File: config.mk
export PLATFORM = sky130hd
export DESIGN_NAME = elevator_call_scheduler_flat
export DESIGN_NICKNAME = d
export VERILOG_FILES = /design/src/rtl/elevator_call_scheduler_pkg.sv /design/src/rtl/elevator_call_scheduler_if.sv /design/src/rtl/elevator_call_scheduler_scan_pick.sv /design/src/rtl/elevator_call_scheduler.sv /design/src/flat_wrapper.sv
export SDC_FILE = /design/constraint.sdc
export NUM_CORES = 1
export LEC_CHECK = 0
export ABC_AREA = 1
export CAP_MARGIN = 5
export CORE_AREA = 2 2 118 120
export DETAILED_ROUTE_END_ITERATION = 7
export DIE_AREA = 0 0 120 122
export PLACE_DENSITY = 0.45
export SYNTH_ARGS = -nofsm -noshare
export SYNTH_HDL_FRONTEND = slang
export SYNTH_SLANG_ARGS = --single-unit
export TNS_END_PERCENT = 1
File: constraint.sdc
create_clock -name clk -period 3.7 [get_ports clk]
set_input_delay 0.74 -clock clk [delete_from_list [all_inputs] [get_ports clk]]
set_output_delay 0.74 -clock clk [all_outputs]
set_load 0.005 [all_outputs]
File: src/rtl/elevator_call_scheduler_pkg.sv
// Shared definitions for the elevator call scheduler: default sizing and FSM state encoding.
package elevator_call_scheduler_pkg;

  localparam int NUM_FLOORS_DEF = 32;
  localparam int FLOOR_W_DEF    = 5;

  typedef enum logic [1:0] {
    S_IDLE   = 2'd0,
    S_SELECT = 2'd1,
    S_ISSUE  = 2'd2,
    S_WAIT   = 2'd3
  } sched_state_t;

endpackage

File: src/rtl/elevator_call_scheduler_if.sv
// Call/target/status bundle between the call sources, the car controller and the scheduler.
interface elevator_call_scheduler_if
  import elevator_call_scheduler_pkg::*;
#(
  parameter int NUM_FLOORS = NUM_FLOORS_DEF,
  parameter int FLOOR_W    = FLOOR_W_DEF
);

  logic                  req_valid;
  logic [FLOOR_W-1:0]    req_floor;
  logic                  req_err;
  logic [FLOOR_W-1:0]    cur_floor;
  logic                  arrived;
  logic                  tgt_valid;
  logic [FLOOR_W-1:0]    tgt_floor;
  logic                  tgt_ready;
  logic [NUM_FLOORS-1:0] pending;
  logic                  dir_up;
  logic                  busy;

  // Call sources and car side
  modport master (
    output req_valid, req_floor, cur_floor, arrived, tgt_ready,
    input  req_err, tgt_valid, tgt_floor, pending, dir_up, busy
  );

  // Scheduler side
  modport slave (
    input  req_valid, req_floor, cur_floor, arrived, tgt_ready,
    output req_err, tgt_valid, tgt_floor, pending, dir_up, busy
  );

endinterface

File: src/rtl/elevator_call_scheduler_scan_pick.sv
// SCAN target selection: nearest pending floor in the sweep direction, else reverse the sweep.
// The bit at cur_floor is never a candidate.
module elevator_call_scheduler_scan_pick #(
  parameter int NUM_FLOORS = 32,
  parameter int FLOOR_W    = 5
) (
  input  logic [NUM_FLOORS-1:0] pending,
  input  logic [FLOOR_W-1:0]    cur_floor,
  input  logic                  dir_up,
  output logic                  found,
  output logic [FLOOR_W-1:0]    pick_floor,
  output logic                  new_dir
);

  logic               above_found;
  logic [FLOOR_W-1:0] above_floor;
  logic               below_found;
  logic [FLOOR_W-1:0] below_floor;

  // Priority-encode the lowest pending floor above and the highest pending floor below the car
  always_comb begin
    above_found = 1'b0;
    above_floor = '0;
    below_found = 1'b0;
    below_floor = '0;
    // Descending scan: the last hit is the lowest floor above
    for (int i = NUM_FLOORS - 1; i >= 0; i--) begin
      if (pending[i] && (FLOOR_W'(i) > cur_floor)) begin
        above_found = 1'b1;
        above_floor = FLOOR_W'(i);
      end
    end
    // Ascending scan: the last hit is the highest floor below
    for (int i = 0; i < NUM_FLOORS; i++) begin
      if (pending[i] && (FLOOR_W'(i) < cur_floor)) begin
        below_found = 1'b1;
        below_floor = FLOOR_W'(i);
      end
    end
  end

  // Continue the current sweep if possible, otherwise turn around
  always_comb begin
    found      = above_found | below_found;
    pick_floor = '0;
    new_dir    = dir_up;
    if (dir_up) begin
      if (above_found) begin
        pick_floor = above_floor;
      end else if (below_found) begin
        pick_floor = below_floor;
        new_dir    = 1'b0;
      end
    end else begin
      if (below_found) begin
        pick_floor = below_floor;
      end else if (above_found) begin
        pick_floor = above_floor;
        new_dir    = 1'b1;
      end
    end
  end

endmodule

File: src/rtl/elevator_call_scheduler.sv
// Elevator call scheduler: accumulates floor calls in a pending bitmap and hands the car one
// target at a time following a SCAN sweep. Targets come only from registered state.
module elevator_call_scheduler
  import elevator_call_scheduler_pkg::*;
#(
  parameter int NUM_FLOORS = NUM_FLOORS_DEF,
  parameter int FLOOR_W    = FLOOR_W_DEF
) (
  input logic                       clk,
  input logic                       reset,
  elevator_call_scheduler_if.slave  bus
);

  localparam logic [FLOOR_W:0] NUM_FLOORS_W = (FLOOR_W + 1)'(NUM_FLOORS);

  sched_state_t          state_q, state_d;
  logic [NUM_FLOORS-1:0] pending_q, pending_d;
  logic                  dir_up_q, dir_up_d;
  logic                  tgt_valid_q, tgt_valid_d;
  logic [FLOOR_W-1:0]    tgt_floor_q, tgt_floor_d;
  logic                  req_err_q, req_err_d;

  logic [NUM_FLOORS-1:0] req_mask;
  logic [NUM_FLOORS-1:0] cur_mask;
  logic                  req_in_range;
  logic                  req_absorbed;
  logic                  pick_found;
  logic [FLOOR_W-1:0]    pick_floor;
  logic                  pick_dir;

  // One-hot of a floor index; out-of-range indices give an empty mask
  function automatic logic [NUM_FLOORS-1:0] floor_mask(input logic [FLOOR_W-1:0] f);
    floor_mask = '0;
    for (int i = 0; i < NUM_FLOORS; i++) begin
      if (f == FLOOR_W'(i)) floor_mask[i] = 1'b1;
    end
  endfunction

  assign req_mask     = floor_mask(bus.req_floor);
  assign cur_mask     = floor_mask(bus.cur_floor);
  assign req_in_range = ({1'b0, bus.req_floor} < NUM_FLOORS_W);
  // A call at the car's floor while idle needs no trip
  assign req_absorbed = (state_q == S_IDLE) && (bus.req_floor == bus.cur_floor);

  elevator_call_scheduler_scan_pick #(
    .NUM_FLOORS (NUM_FLOORS),
    .FLOOR_W    (FLOOR_W)
  ) u_scan_pick (
    .pending    (pending_q),
    .cur_floor  (bus.cur_floor),
    .dir_up     (dir_up_q),
    .found      (pick_found),
    .pick_floor (pick_floor),
    .new_dir    (pick_dir)
  );

  // Next-state: call capture, FSM sequencing, then arrival clear (clear has final say)
  always_comb begin
    state_d     = state_q;
    pending_d   = pending_q;
    dir_up_d    = dir_up_q;
    tgt_valid_d = tgt_valid_q;
    tgt_floor_d = tgt_floor_q;
    req_err_d   = bus.req_valid && !req_in_range;

    if (bus.req_valid && req_in_range && !req_absorbed) begin
      pending_d = pending_d | req_mask;
    end

    case (state_q)
      S_IDLE: begin
        if (pending_q != '0) state_d = S_SELECT;
      end
      S_SELECT: begin
        if (pick_found) begin
          tgt_floor_d = pick_floor;
          tgt_valid_d = 1'b1;
          dir_up_d    = pick_dir;
          state_d     = S_ISSUE;
        end else begin
          // Only the car's own floor (or nothing) is pending: serve it in place
          pending_d = pending_d & ~cur_mask;
          state_d   = S_IDLE;
        end
      end
      S_ISSUE: begin
        if (bus.tgt_ready) begin
          tgt_valid_d = 1'b0;
          state_d     = S_WAIT;
        end
      end
      S_WAIT: begin
        if (bus.arrived && (bus.cur_floor == tgt_floor_q)) state_d = S_SELECT;
      end
      default: state_d = S_IDLE;
    endcase

    if (bus.arrived) begin
      pending_d = pending_d & ~cur_mask;
    end
  end

  // State registers; reset discards calls and any offered target
  always_ff @(posedge clk) begin
    if (reset) begin
      state_q     <= S_IDLE;
      pending_q   <= '0;
      dir_up_q    <= 1'b1;
      tgt_valid_q <= 1'b0;
      tgt_floor_q <= '0;
      req_err_q   <= 1'b0;
    end else begin
      state_q     <= state_d;
      pending_q   <= pending_d;
      dir_up_q    <= dir_up_d;
      tgt_valid_q <= tgt_valid_d;
      tgt_floor_q <= tgt_floor_d;
      req_err_q   <= req_err_d;
    end
  end

  assign bus.req_err   = req_err_q;
  assign bus.tgt_valid = tgt_valid_q;
  assign bus.tgt_floor = tgt_floor_q;
  assign bus.pending   = pending_q;
  assign bus.dir_up    = dir_up_q;
  assign bus.busy      = (state_q != S_IDLE);

endmodule

File: src/flat_wrapper.sv
// flat-port wrapper written by rule: the top's interface ports become plain ports
module elevator_call_scheduler_flat import elevator_call_scheduler_pkg::*;
#(
  parameter int NUM_FLOORS = NUM_FLOORS_DEF,
  parameter int FLOOR_W    = FLOOR_W_DEF
)
  (clk, reset, bus_req_valid, bus_req_floor, bus_cur_floor, bus_arrived, bus_tgt_ready, bus_req_err, bus_tgt_valid, bus_tgt_floor, bus_pending, bus_dir_up, bus_busy);
  elevator_call_scheduler_if #(.NUM_FLOORS(NUM_FLOORS), .FLOOR_W(FLOOR_W)) bus_i ();
  input logic clk;
  input logic reset;
  input wire logic [$bits(bus_i.req_valid)-1:0] bus_req_valid;
  input wire logic [$bits(bus_i.req_floor)-1:0] bus_req_floor;
  input wire logic [$bits(bus_i.cur_floor)-1:0] bus_cur_floor;
  input wire logic [$bits(bus_i.arrived)-1:0] bus_arrived;
  input wire logic [$bits(bus_i.tgt_ready)-1:0] bus_tgt_ready;
  output wire logic [$bits(bus_i.req_err)-1:0] bus_req_err;
  output wire logic [$bits(bus_i.tgt_valid)-1:0] bus_tgt_valid;
  output wire logic [$bits(bus_i.tgt_floor)-1:0] bus_tgt_floor;
  output wire logic [$bits(bus_i.pending)-1:0] bus_pending;
  output wire logic [$bits(bus_i.dir_up)-1:0] bus_dir_up;
  output wire logic [$bits(bus_i.busy)-1:0] bus_busy;
  assign bus_i.req_valid = bus_req_valid;
  assign bus_i.req_floor = bus_req_floor;
  assign bus_i.cur_floor = bus_cur_floor;
  assign bus_i.arrived = bus_arrived;
  assign bus_i.tgt_ready = bus_tgt_ready;
  assign bus_req_err = bus_i.req_err;
  assign bus_tgt_valid = bus_i.tgt_valid;
  assign bus_tgt_floor = bus_i.tgt_floor;
  assign bus_pending = bus_i.pending;
  assign bus_dir_up = bus_i.dir_up;
  assign bus_busy = bus_i.busy;
  elevator_call_scheduler #(.NUM_FLOORS(NUM_FLOORS), .FLOOR_W(FLOOR_W)) u_core (.clk(clk), .reset(reset), .bus(bus_i));
endmodule
After elaboration in Yosys (flattened, before gate mapping)
Cells that the tools add are included.
{ "op_classes": {"magnitude_cmp": 64, "eq_ne": 71, "n_mux": 213, "n_bitwise": 5, "reduce_logical": 77} }
{ "ops": {"columns": ["operator", "n"], "rows": [
  ["5-bit two-way mux", 67],
  ["5-bit equality test, second input constant", 32],
  ["1-bit two-way mux", 136],
  ["32-bit two-way mux", 4],
  ["5-bit by 4-bit equality test with 1-bit output, second input constant", 16],
  ["5-bit greater-than comparator, first input constant", 16],
  ["5-bit < comparator, first input constant", 16],
  ["1-bit logical AND", 67],
  ["32-bit AND", 2],
  ["5-bit by 3-bit equality test with 1-bit output, second input constant", 8],
  ["4-bit by 5-bit greater-than comparator with 1-bit output, first input constant", 8],
  ["4-bit by 5-bit < comparator with 1-bit output, first input constant", 8],
  ["32-bit NOT", 1],
  ["32-bit bitwise OR", 1],
  ["32-bit nonzero test", 1],
  ["5-bit by 2-bit equality test with 1-bit output, second input constant", 4],
  ["3-bit by 5-bit greater-than comparator with 1-bit output, first input constant", 4],
  ["3-bit by 5-bit < comparator with 1-bit output, first input constant", 4],
  ["5-bit by 1-bit equality test with 1-bit output, second input constant", 2],
  ["5-bit equality test", 2],
  ["1-bit by 5-bit greater-than comparator with 1-bit output, first input constant", 2],
  ["2-bit by 5-bit greater-than comparator with 1-bit output, first input constant", 2],
  ["5-bit zero test", 2],
  ["1-bit by 5-bit < comparator with 1-bit output, first input constant", 2],
  ["14 further kinds", 23]
]} }
{ "totals": {"register_bits": 41, "input_bits": 15, "wordCells": 435} }

Logic depth before layout (Yosys ltp)
Gate-level depths: netlist (run 1).
{ "logic_depth": {"ltp_word": 39, "mapped_depth": 36, "ltp_nobuf": 35} }

Modules after synthesis
Synthesis (run 1) repeated with hierarchy kept, for this count alone.
{ "unflattened": {"hier_cells": 755, "hier_area_um2": 3992.6} }
{ "by_module_without_submodules": {"columns": ["mod", "n_inst", "cells_per_inst", "area_per_inst_um2", "seq_area_each_um2"], "rows": [
  ["elevator_call_scheduler", 1, 426, 2533.7, 820.8],
  ["elevator_call_scheduler_scan_pick", 1, 329, 1458.9, 0.0]
]} }

Least setup slack after synthesis (run 1)
Ideal clock, no wire load.
{ "synth_path": {"path_type": "input -> register", "start": "in bus_cur_floor[1]", "end": "reg u_core.pending_q[1], in the netlist u_core.bus.pending[1]", "setup_ps": 139, "arrival_ps": 2700, "t_required_ps": 3561, "slack_ps": 861, "stages": 18, "n_path_buf": 2, "cell_sequence": "buf_6 -> nor2_1 -> inv_1 -> nor2_2 -> inv_1 -> nor2_1 -> nor3_1 -> nor2_1 -> inv_1 -> nor2_1 -> nand2_1 -> nor3_1 -> inv_1 -> nor2_1 -> nand2_1 -> nand2_1 -> buf_2 -> a311oi_1"} }
{ "synth_between": {"elab_chain_cells": 39, "word_cells_on_any_way": 206, "cone_classes": "64 x order compare; 2 x eq/ne; 69 x mux; 4 x bitwise; 67 x reduce/logical"} }
{ "synth_rtl": {"columns": ["item", "line_no", "rtl"], "rows": [
  ["from (decl)", "flat_wrapper.sv:13", "input wire logic [$bits(bus_i.cur_floor)-1:0] bus_cur_floor;"],
  ["5-bit greater-than comparator / 1-bit by 5-bit < comparator with 1-bit output (equally long branches)", "elevator_call_scheduler_scan_pick.sv:28, elevator_call_scheduler_scan_pick.sv:35", null],
  ["1-bit logical AND (on tied branches)", "elevator_call_scheduler_scan_pick.sv:28, elevator_call_scheduler_scan_pick.sv:35", null],
  ["1-bit two-way mux (on tied branches) (32 in a row)", "elevator_call_scheduler_scan_pick.sv:28, elevator_call_scheduler_scan_pick.sv:35", null],
  ["1-bit bitwise OR", "elevator_call_scheduler_scan_pick.sv:44", "found = above_found | below_found;"],
  ["32-bit two-way mux", "elevator_call_scheduler.sv:75", "if (pick_found) begin"],
  ["32-bit two-way mux", "elevator_call_scheduler.sv:70", "case (state_q)"],
  ["32-bit AND", "elevator_call_scheduler.sv:99", "pending_d = pending_d & ~cur_mask;"],
  ["32-bit two-way mux *", "elevator_call_scheduler.sv:98", "if (bus.arrived) begin"],
  ["to (signal assigned)", "elevator_call_scheduler.sv:114", "pending_q <= pending_d;"],
  ["to (decl)", "elevator_call_scheduler.sv:17", "logic [NUM_FLOORS-1:0] pending_q, pending_d;"]
]} }
Mark *: on every way between the ends. The rest lies on a longest branch, timed or not.
A chain may end at the register's enable or synchronous reset.

Final worst setup path (run 1)
{ "layout_path": {"start": "in bus_cur_floor[1]", "end": "reg u_core.tgt_floor_q[3], in the netlist u_core.bus.tgt_floor[3]"} }
{ "layout_between": {"elab_chain_cells": 37, "word_cells_on_any_way": 260, "cone_classes": "64 x order compare; 130 x mux; 1 x bitwise; 65 x reduce/logical"} }
{ "layout_rtl": {"columns": ["item", "line_no", "rtl"], "rows": [
  ["5-bit greater-than comparator / 1-bit by 5-bit < comparator with 1-bit output (equally long branches)", "elevator_call_scheduler_scan_pick.sv:28, elevator_call_scheduler_scan_pick.sv:35", null],
  ["1-bit logical AND (on tied branches)", "elevator_call_scheduler_scan_pick.sv:28, elevator_call_scheduler_scan_pick.sv:35", null],
  ["5-bit two-way mux (tied with other cells) (32 in a row)", "elevator_call_scheduler_scan_pick.sv:28", "if (pending[i] && (FLOOR_W'(i) > cur_floor)) begin"],
  ["5-bit two-way mux (on tied branches)", "elevator_call_scheduler_scan_pick.sv:57, elevator_call_scheduler_scan_pick.sv:50", null],
  ["5-bit two-way mux (on tied branches)", "elevator_call_scheduler_scan_pick.sv:55, elevator_call_scheduler_scan_pick.sv:48", null],
  ["5-bit two-way mux", "elevator_call_scheduler_scan_pick.sv:47", "if (dir_up) begin"],
  ["to (signal assigned)", "elevator_call_scheduler.sv:117", "tgt_floor_q <= tgt_floor_d;"],
  ["to (decl)", "elevator_call_scheduler.sv:20", "logic [FLOOR_W-1:0] tgt_floor_q, tgt_floor_d;"]
]} }
Parallel ways exist; a longest one is shown, timed or not.

==> results of run 1 <==
-- where the power goes --
group	switching [mW]	total (mW)	leakage (nW)	internal, mW
registers	0.0386	0.514	0.332	0.476
logic	0.329	0.569	1.98	0.240
clock network	0.212	0.533	0.0800	0.320
-- metrics by stage --
step	instance area, µm²	setup WS [ps]	util
after global routing	5010	-33.9	0.371
final	5010	297	0.371
after CTS	4960	74.4	0.367
after floorplan	3400	861	-
after detailed placement	4780	-221	0.354
after global placement	4780	-335	0.354
-- layer usage --
| layer | up-vias | part of all wire | GRT usage |
|---|---|---|---|
| met4 | 0 | 0.023 | 0.0625 |
| met1 | 2021 | 0.47 | 0.315 |
| li1 | 2227 | - | - |
| met5 | - | 0 | 0 |
| met2 | 167 | 0.44 | 0.354 |
| met3 | 19 | 0.065 | 0.0351 |
-- layout by cell type, fill, tap and decap left out, types with 4 or more instances in the layout --
master,count
sky130_fd_sc_hd__dfxtp_1,41
sky130_fd_sc_hd__nor4_1,9
sky130_fd_sc_hd__a311oi_1,9
sky130_fd_sc_hd__inv_2,5
sky130_fd_sc_hd__a211oi_1,25
sky130_fd_sc_hd__nor3_1,17
sky130_fd_sc_hd__nand2_1,140
sky130_fd_sc_hd__nand4_1,5
sky130_fd_sc_hd__a31oi_1,5
sky130_fd_sc_hd__inv_1,103
sky130_fd_sc_hd__clkdlybuf4s50_1,50
sky130_fd_sc_hd__nor2_1,96
sky130_fd_sc_hd__dlymetal6s2s_1,4
sky130_fd_sc_hd__o211ai_1,5
sky130_fd_sc_hd__nand3_1,18
sky130_fd_sc_hd__buf_4,92
sky130_fd_sc_hd__clkbuf_16,5
sky130_fd_sc_hd__a21oi_1,49
sky130_fd_sc_hd__o21ai_0,20
sky130_fd_sc_hd__ha_1,5
-- cell families after synthesis --
group                    Yosys count
other                              1
AND/OR/NAND/NOR                  294
adder cells (fa/ha/maj)            5
flip-flops                        41
AO/OA/AOI/OAI                    128
XOR/XNOR                           3
buffers and inverters            124
-- worst min-delay path by stage --
stage | start | to | cells after the start
finish | u_core.bus.tgt_valid | u_core.bus.tgt_valid | 2
global route | u_core.bus.tgt_valid | u_core.bus.tgt_valid | 2
CTS | u_core.bus.tgt_valid | u_core.bus.tgt_valid | 2
detailed placement | u_core.bus.tgt_valid | u_core.bus.tgt_valid | 2
global placement | u_core.bus.tgt_valid | u_core.bus.tgt_valid | 2
floorplan | u_core.bus.tgt_valid | u_core.bus.tgt_valid | 2
-- state kept, by name, summed over array words and instances, names as in the netlist --
signal and cells:
u_core.bus.pending 32, u_core.bus.tgt_floor 5, u_core.state_q 2, u_core.bus.dir_up 1, u_core.bus.tgt_valid 1
-- repair_timing --
item,CTS,global route
setup endpoints to repair,0,39
buffers inserted,0,1
resized for setup,0,14
-- worst max-delay path, cell delays in order --
cell and delay (ps):
sky130_fd_sc_hd__clkdlybuf4s50_1 540, sky130_fd_sc_hd__buf_4 170, sky130_fd_sc_hd__nand2_1 90, sky130_fd_sc_hd__nor3_1 430
sky130_fd_sc_hd__nor3_1 160, sky130_fd_sc_hd__nand2_1 110, sky130_fd_sc_hd__nand2_1 80, sky130_fd_sc_hd__nor2_1 140
sky130_fd_sc_hd__nand2_1 120, sky130_fd_sc_hd__inv_1 70, sky130_fd_sc_hd__nand4_1 190, sky130_fd_sc_hd__nand2_1 140
sky130_fd_sc_hd__nand2_1 70, sky130_fd_sc_hd__nand2_1 100, sky130_fd_sc_hd__a21oi_1 60, sky130_fd_sc_hd__a211oi_1 270
sky130_fd_sc_hd__a211oi_1 80
-- final cells by class --
type	count	area [µm²]	area share
well taps	180	225	0.0449
multi-input cells	431	2120	0.424
clock inverters	3	46.3	0.00924
clock buffers	5	125	0.0250
inverters	109	409	0.0816
flip-flops and latches	41	821	0.164
repair buffers	147	1260	0.252
==> run summary, run 1 <==
The flow ran to the end, and the final reports show no timing, DRC or antenna violations. Subtracting the final worst setup slack from the clock period gives 3400 ps. The adder-cell area share of the yosys netlist is 0.0184. After floorplanning, the core was divided into 43 placement rows. The setup TNS is 0 ps. Once detail routing completed, the nets flagged for antenna violations numbered 0. The remaining max-slew budget at the tightest pin came out at 0.531. TritonCTS built the clock tree.

The portion of netlist area occupied by mux cells is 0. The number of vias per cell is 4.84. The netlist area before placement is 3400 µm².

The buffer depth of the longest clock path came out at 2. The share of layout cells above drive strength 1 is 0.162. Across every metal layer, demand over resource in global routing totals 0.224. The termination of the worst setup path is u_core.bus.tgt_floor[3]. The final RePlAce weighted congestion is 0.925.

Setup repair after global routing could not meet its margin everywhere. The portion of synthesized cell area occupied by the leading cell type is 0.242. The share of the cycle needed by the critical path after routing came out at 0.920. The register bit count reported by yosys is 41.

The routed wire length is 15.9 mm. The final count of pins violating max slew was 0. Measured along the y axis, the die boundary spans 122 µm.

After detailed placement, the design holds a cell count of 907. The worst slack on hold paths is 491 ps. The number of failing hold endpoints at the final stage was 0. The critical path starts at bus_cur_floor[1]. Buffers placed on the I/O ports in this run total 54. The cell at the root of the clock tree is sky130_fd_sc_hd__clkbuf_16. The post-synthesis compound-gate area fraction came to 0.233. For the worst setup path, the data arrival time is 3570 ps. After detailed routing, the average wire length per cell comes to 17.3 µm. The global-route wire length before repair came out at 24.8 mm.

The register-to-register setup slack is 1280 ps. Summing internal, switching and leakage power gives 1.62 mW. The instance count of the mapped netlist came out at 596.

The antenna diode count came out at 0. The most frequently used cell type in the post-synthesis netlist is sky130_fd_sc_hd__nand2_1. Setup violations remaining at the end of the flow were counted as 0. The count of warnings emitted by yosys is 0.

The worst setup path is captured at a flop. The clock slew at the register clock pins of the worst setup and hold paths came out at 60 ps. The critical path is of the input port to flop type. The count of hold-fix buffers inserted at cts came out at 0. By count the netlist is led by sky130_fd_sc_hd__nand2_1, sky130_fd_sc_hd__inv_1, sky130_fd_sc_hd__nor2_1.

The number of maximum-capacitance violations came out at 0. The layout has 1462 filler cells. The number of cell instances on the worst register-to-register path came out at 33.

For the pin with the worst max-slew slack, the measured transition is 703 ps. The clock latency on the worst-skew pair is 300 ps. The top-level I/O count is 56. The register area share after synthesis came out at 0.242. Excluding fillers, the count of instances in the completed layout stands at 916.

The tightest min-delay check is of the flop to flop type. Relative to the synthesized area, the layout overhead comes to 47.5%. The maximum number of pins on one net before global-route repair is 36. The share of synthesized registers carrying an async set or reset is 0. The power density of the placed cells came out at 322 nW/µm². In this run the critical register-to-register path is launched from u_core.bus.pending[30].

The routed via count is 4434. The worst-case IR drop observed on VDD is 0.246 mV. The total number of clock tree sinks is 41.

The net count after synthesis is 616. The xor and xnor area share after synthesis came out at 0.00773. The initial standard-cell utilization of the core is 0.252.

The floorplan step defined a core boundary enclosing 13500 µm². The prevailing post-synth register cell is sky130_fd_sc_hd__dfxtp_1. The number of nets in the final layout is 755.

The die covers 14600 µm². The number of search-and-repair iterations in the first detailed-routing pass is 5. The first-iteration detailed-routing DRC count came out at 363. The total overflow left after global routing is 0. In this run the worst path has a maximum fanout of 4. The via count of the first global-routing pass is 4402. The half-perimeter wire length after detailed placement is 12.9 mm. The CTS buffer count is 5. The combinational family with the most area after synthesis is simple AND/OR/NAND/NOR gates. The synthesized design contains 0 enable-type register cells. The chip width is 120 µm. The count of distinct cell types in the synthesized netlist came out at 36. The fraction of the mapped netlist area in simple logic gates came out at 0.354. Dividing the synthesized area by the synthesized cell count gives 5.70 µm². The leakage power total came out at 2.39 nW. The initial antenna violation count is 0. The fmax is 0.294 GHz. The type of origin of the critical path is an input port. The total DRC errors in the routed layout is 0. STA puts the critical path data required time at 3860 ps. Summed over all instances, the cell type with the most area after synthesis is sky130_fd_sc_hd__dfxtp_1.

The H-tree depth is 2. The endpoint identified for the worst register-to-register timing path is u_core.bus.tgt_floor[0]. The final clock skew came out at 8.51 ps. By area the synthesized netlist is led by sky130_fd_sc_hd__dfxtp_1, sky130_fd_sc_hd__nand2_1, sky130_fd_sc_hd__inv_1.
Note: power is estimated with default switching activity, not from simulation.
==> run 2: changes to the inputs <==
--- a/config.mk
+++ b/config.mk
@@ -7,11 +7,11 @@
 export LEC_CHECK = 0
 export ABC_AREA = 1
 export CAP_MARGIN = 5
-export CORE_AREA = 2 2 118 120
+export CORE_AREA = 2 2 86 88
+export CTS_CLUSTER_SIZE = 25
 export DETAILED_ROUTE_END_ITERATION = 7
-export DIE_AREA = 0 0 120 122
-export PLACE_DENSITY = 0.45
+export DIE_AREA = 0 0 88 90
+export PLACE_DENSITY = 0.75
 export SYNTH_ARGS = -nofsm -noshare
 export SYNTH_HDL_FRONTEND = slang
 export SYNTH_SLANG_ARGS = --single-unit
-export TNS_END_PERCENT = 1
==> run summary, run 2 (synthesis results as in run 1) <==
The run finished with clean final reports. The top-level I/O count came out at 56 (unchanged). The minimum clock period after layout is 3380 ps (-21.0 ps). The maximum VDD drop is 0.288 mV (+17%).

The final clock skew is 11.5 ps (+2.95 ps). The maximum number of pins on one net before global-route repair is 33 (-8.3%). The average wire per cell in the routed design came out at 17.2 µm (-0.76%). The number of maximum-capacitance violations is 0 (unchanged). The quantity of I/O buffers inserted on ports came out at 54 (unchanged). The buffer depth of the longest clock path came to 2 (unchanged). The CTS buffer count came out at 5 (unchanged). The via count of the first global-routing pass was 4194 (-4.7%). The number of vias per cell came out at 5.67 (+17%). The leftover overflow at the end of global routing is 0 (unchanged).

TritonCTS built the clock tree. The first-iteration detailed-routing DRC count was 559 (+54%). The overall track demand over capacity in global routing came out at 0.350 (+0.126). The final count of negative-setup-slack endpoints is 0 (unchanged).

The number of cell instances on the worst register-to-register path came out at 9 (-73%). STA classifies the critical path endpoint as a flop. The half-perimeter wire length after detailed placement is 10.7 mm (-18%).

The initial standard-cell utilization of the core is 0.484 (+0.232). The final count of pins violating max slew is 0 (unchanged). The number of cells on the worst hold path is 2 (unchanged). The number of standard cells in the layout, taps in and fillers out is 781 (-15%). The routed via count came to 4425 (-0.20%). The endpoint required time on the critical path is 3880 ps (+20 ps). The total DRC errors in the routed layout came out at 0 (unchanged). The final RePlAce weighted congestion came out at 1.04 (+13%). The instance count after placement with tap cells included came out at 773 (-15%). The filler cell count came out at 694 (-53%).

The number of search-and-repair iterations in the first detailed-routing pass came to 7 (+2). The clock slew at the register clock pins of the worst setup and hold paths is 90 ps (+30 ps). The fmax came to 0.296 GHz (+0.62%). The worst setup path is of the input port to flop kind.

The H-tree depth came out at 2 (unchanged). The area of the placeable core is 7020 µm² (-48%). The number of nets in the final layout was 701 (-7.2%).

The flip-flop count of the largest register, all copies and words added is 32 (unchanged). The synthesis-to-finish area growth is 29.6%. The total number of clock tree sinks was 41 (unchanged). The share of layout cells above drive strength 1 came out at 0.0894 (-0.0722).

The beginning of the worst register-to-register path is u_core.state_q[0]. Tracing the worst setup path back leads to its startpoint at bus_cur_floor[0]. The die span in y came to 90 µm (-26%).

The leakage power total is 2.08 nW (-13%). The tightest min-delay check is of the flop to flop type. The power density of the placed cells is 307 nW/µm² (-4.8%).

The clock latency on the worst-skew pair is 310 ps (about the same). Setup repair after global routing left no endpoint under its margin. The slew at the pin closest to its max-slew limit is 1310 ps (+609 ps). The maximum fanout encountered on the critical timing path is 32 (+28).

The global-route wire length before repair came out at 21.5 mm (-13%). The initial antenna violation count is 0 (unchanged). The worst slack on hold paths came out at 475 ps (-15.7 ps). The arrival time of data at the critical path endpoint is 3570 ps (about the same). The number of rows in the core area came out at 31 (-28%). CTS placed an instance of sky130_fd_sc_hd__clkbuf_8 at the clock tree root. The count of hold-fix buffers inserted at cts is 0 (unchanged).

The register-to-register setup slack is 1110 ps (-170 ps). The count of buffers added by post-CTS timing repair for setup is 0 (unchanged). The worst setup path is launched from an input port. The count of nets left with antenna violations after detail routing is 0 (unchanged). The share of the cycle needed by the critical path after routing is 0.914 (-0.00568).

The remaining max-slew budget at the tightest pin came out at 0.122 (-0.409). Leaving out fill and tap cells, the most frequent cell in the layout is sky130_fd_sc_hd__nand2_1. The library cells used most frequently in the layout, excluding fill and tap cells, are sky130_fd_sc_hd__nand2_1, sky130_fd_sc_hd__inv_1, sky130_fd_sc_hd__nor2_1. The die outline area is 7920 µm² (-46%). The antenna diode count came out at 0 (unchanged). The startpoint identified for the worst hold timing path is u_core.bus.tgt_valid. The chip width is 88 µm (-27%). The number of failing hold endpoints at the final stage came out at 0 (unchanged). The routed wire length came out at 13.4 mm (-15%).
## run 2: timing repair
item,4_1_cts,5_1_grt
endpoints found under the hold margin,0,0
setup endpoints to repair,0,38
resized for setup,0,6
## run 2: where the power goes
group | switching [mW] | internal [mW]
Clock | 0.193 | 0.137
Combinational | 0.304 | 0.208
Sequential | 0.0345 | 0.475
## run 2: final timing paths
kind | endpoint
max reg2reg | u_core.bus.pending[2]
max | u_core.bus.pending[19]
min reg2reg | u_core.bus.tgt_valid
min | u_core.bus.tgt_valid
## run 2: metrics by stage
| step | util | setup slack (ps) | instance area [µm²] | power [mW] | TNS, ps |
|---|---|---|---|---|---|
| 2_1_floorplan | - | 861 | 3400 | 0.794 | 0 |
| 3_3_place_gp | 0.610 | -10.0 | 4290 | 1.00 | -10.0 |
| 3_5_place_dp | 0.610 | 0.216 | 4290 | 1.02 | 0 |
| 4_1_cts | 0.624 | 305 | 4380 | 1.33 | 0 |
| 5_1_grt | 0.627 | 43.4 | 4400 | 1.42 | 0 |
| 6_report | 0.627 | 318 | 4400 | 1.35 | 0 |
## run 2: routing by layer
layer / GRT usage / share of wire / up-vias
met1: 0.485 / 0.41 / 1948
li1: - / - / 2121
met4: 0.144 / 0.039 / 0
met3: 0.0579 / 0.11 / 44
met2: 0.533 / 0.44 / 312
met5: 0 / 0 / -
## run 2: layout make-up
| type | count | area, µm² | area share |
|---|---|---|---|
| Multi-Input combinational cell | 431 | 2100 | 0.477 |
| Timing Repair Buffer | 93 | 853 | 0.194 |
| Sequential cell | 41 | 821 | 0.186 |
| Inverter | 109 | 409 | 0.0929 |
| Tap cell | 99 | 124 | 0.0281 |
| Clock buffer | 5 | 68.8 | 0.0156 |
| Clock inverter | 3 | 25.0 | 0.00568 |
## run 2: critical path, stage by stage
cell and delay, ps:
sky130_fd_sc_hd__clkdlybuf4s50_1 560, sky130_fd_sc_hd__clkinv_1 300, sky130_fd_sc_hd__nand2_1 220, sky130_fd_sc_hd__nor2_1 80
sky130_fd_sc_hd__o21ai_0 260, sky130_fd_sc_hd__nand2_1 120, sky130_fd_sc_hd__nor3_1 230, sky130_fd_sc_hd__nand4_1 150
sky130_fd_sc_hd__nor3_1 180, sky130_fd_sc_hd__inv_1 100, sky130_fd_sc_hd__nor2_1 120, sky130_fd_sc_hd__nand2_1 60
sky130_fd_sc_hd__nand2_1 100, sky130_fd_sc_hd__buf_12 210, sky130_fd_sc_hd__a311oi_1 110
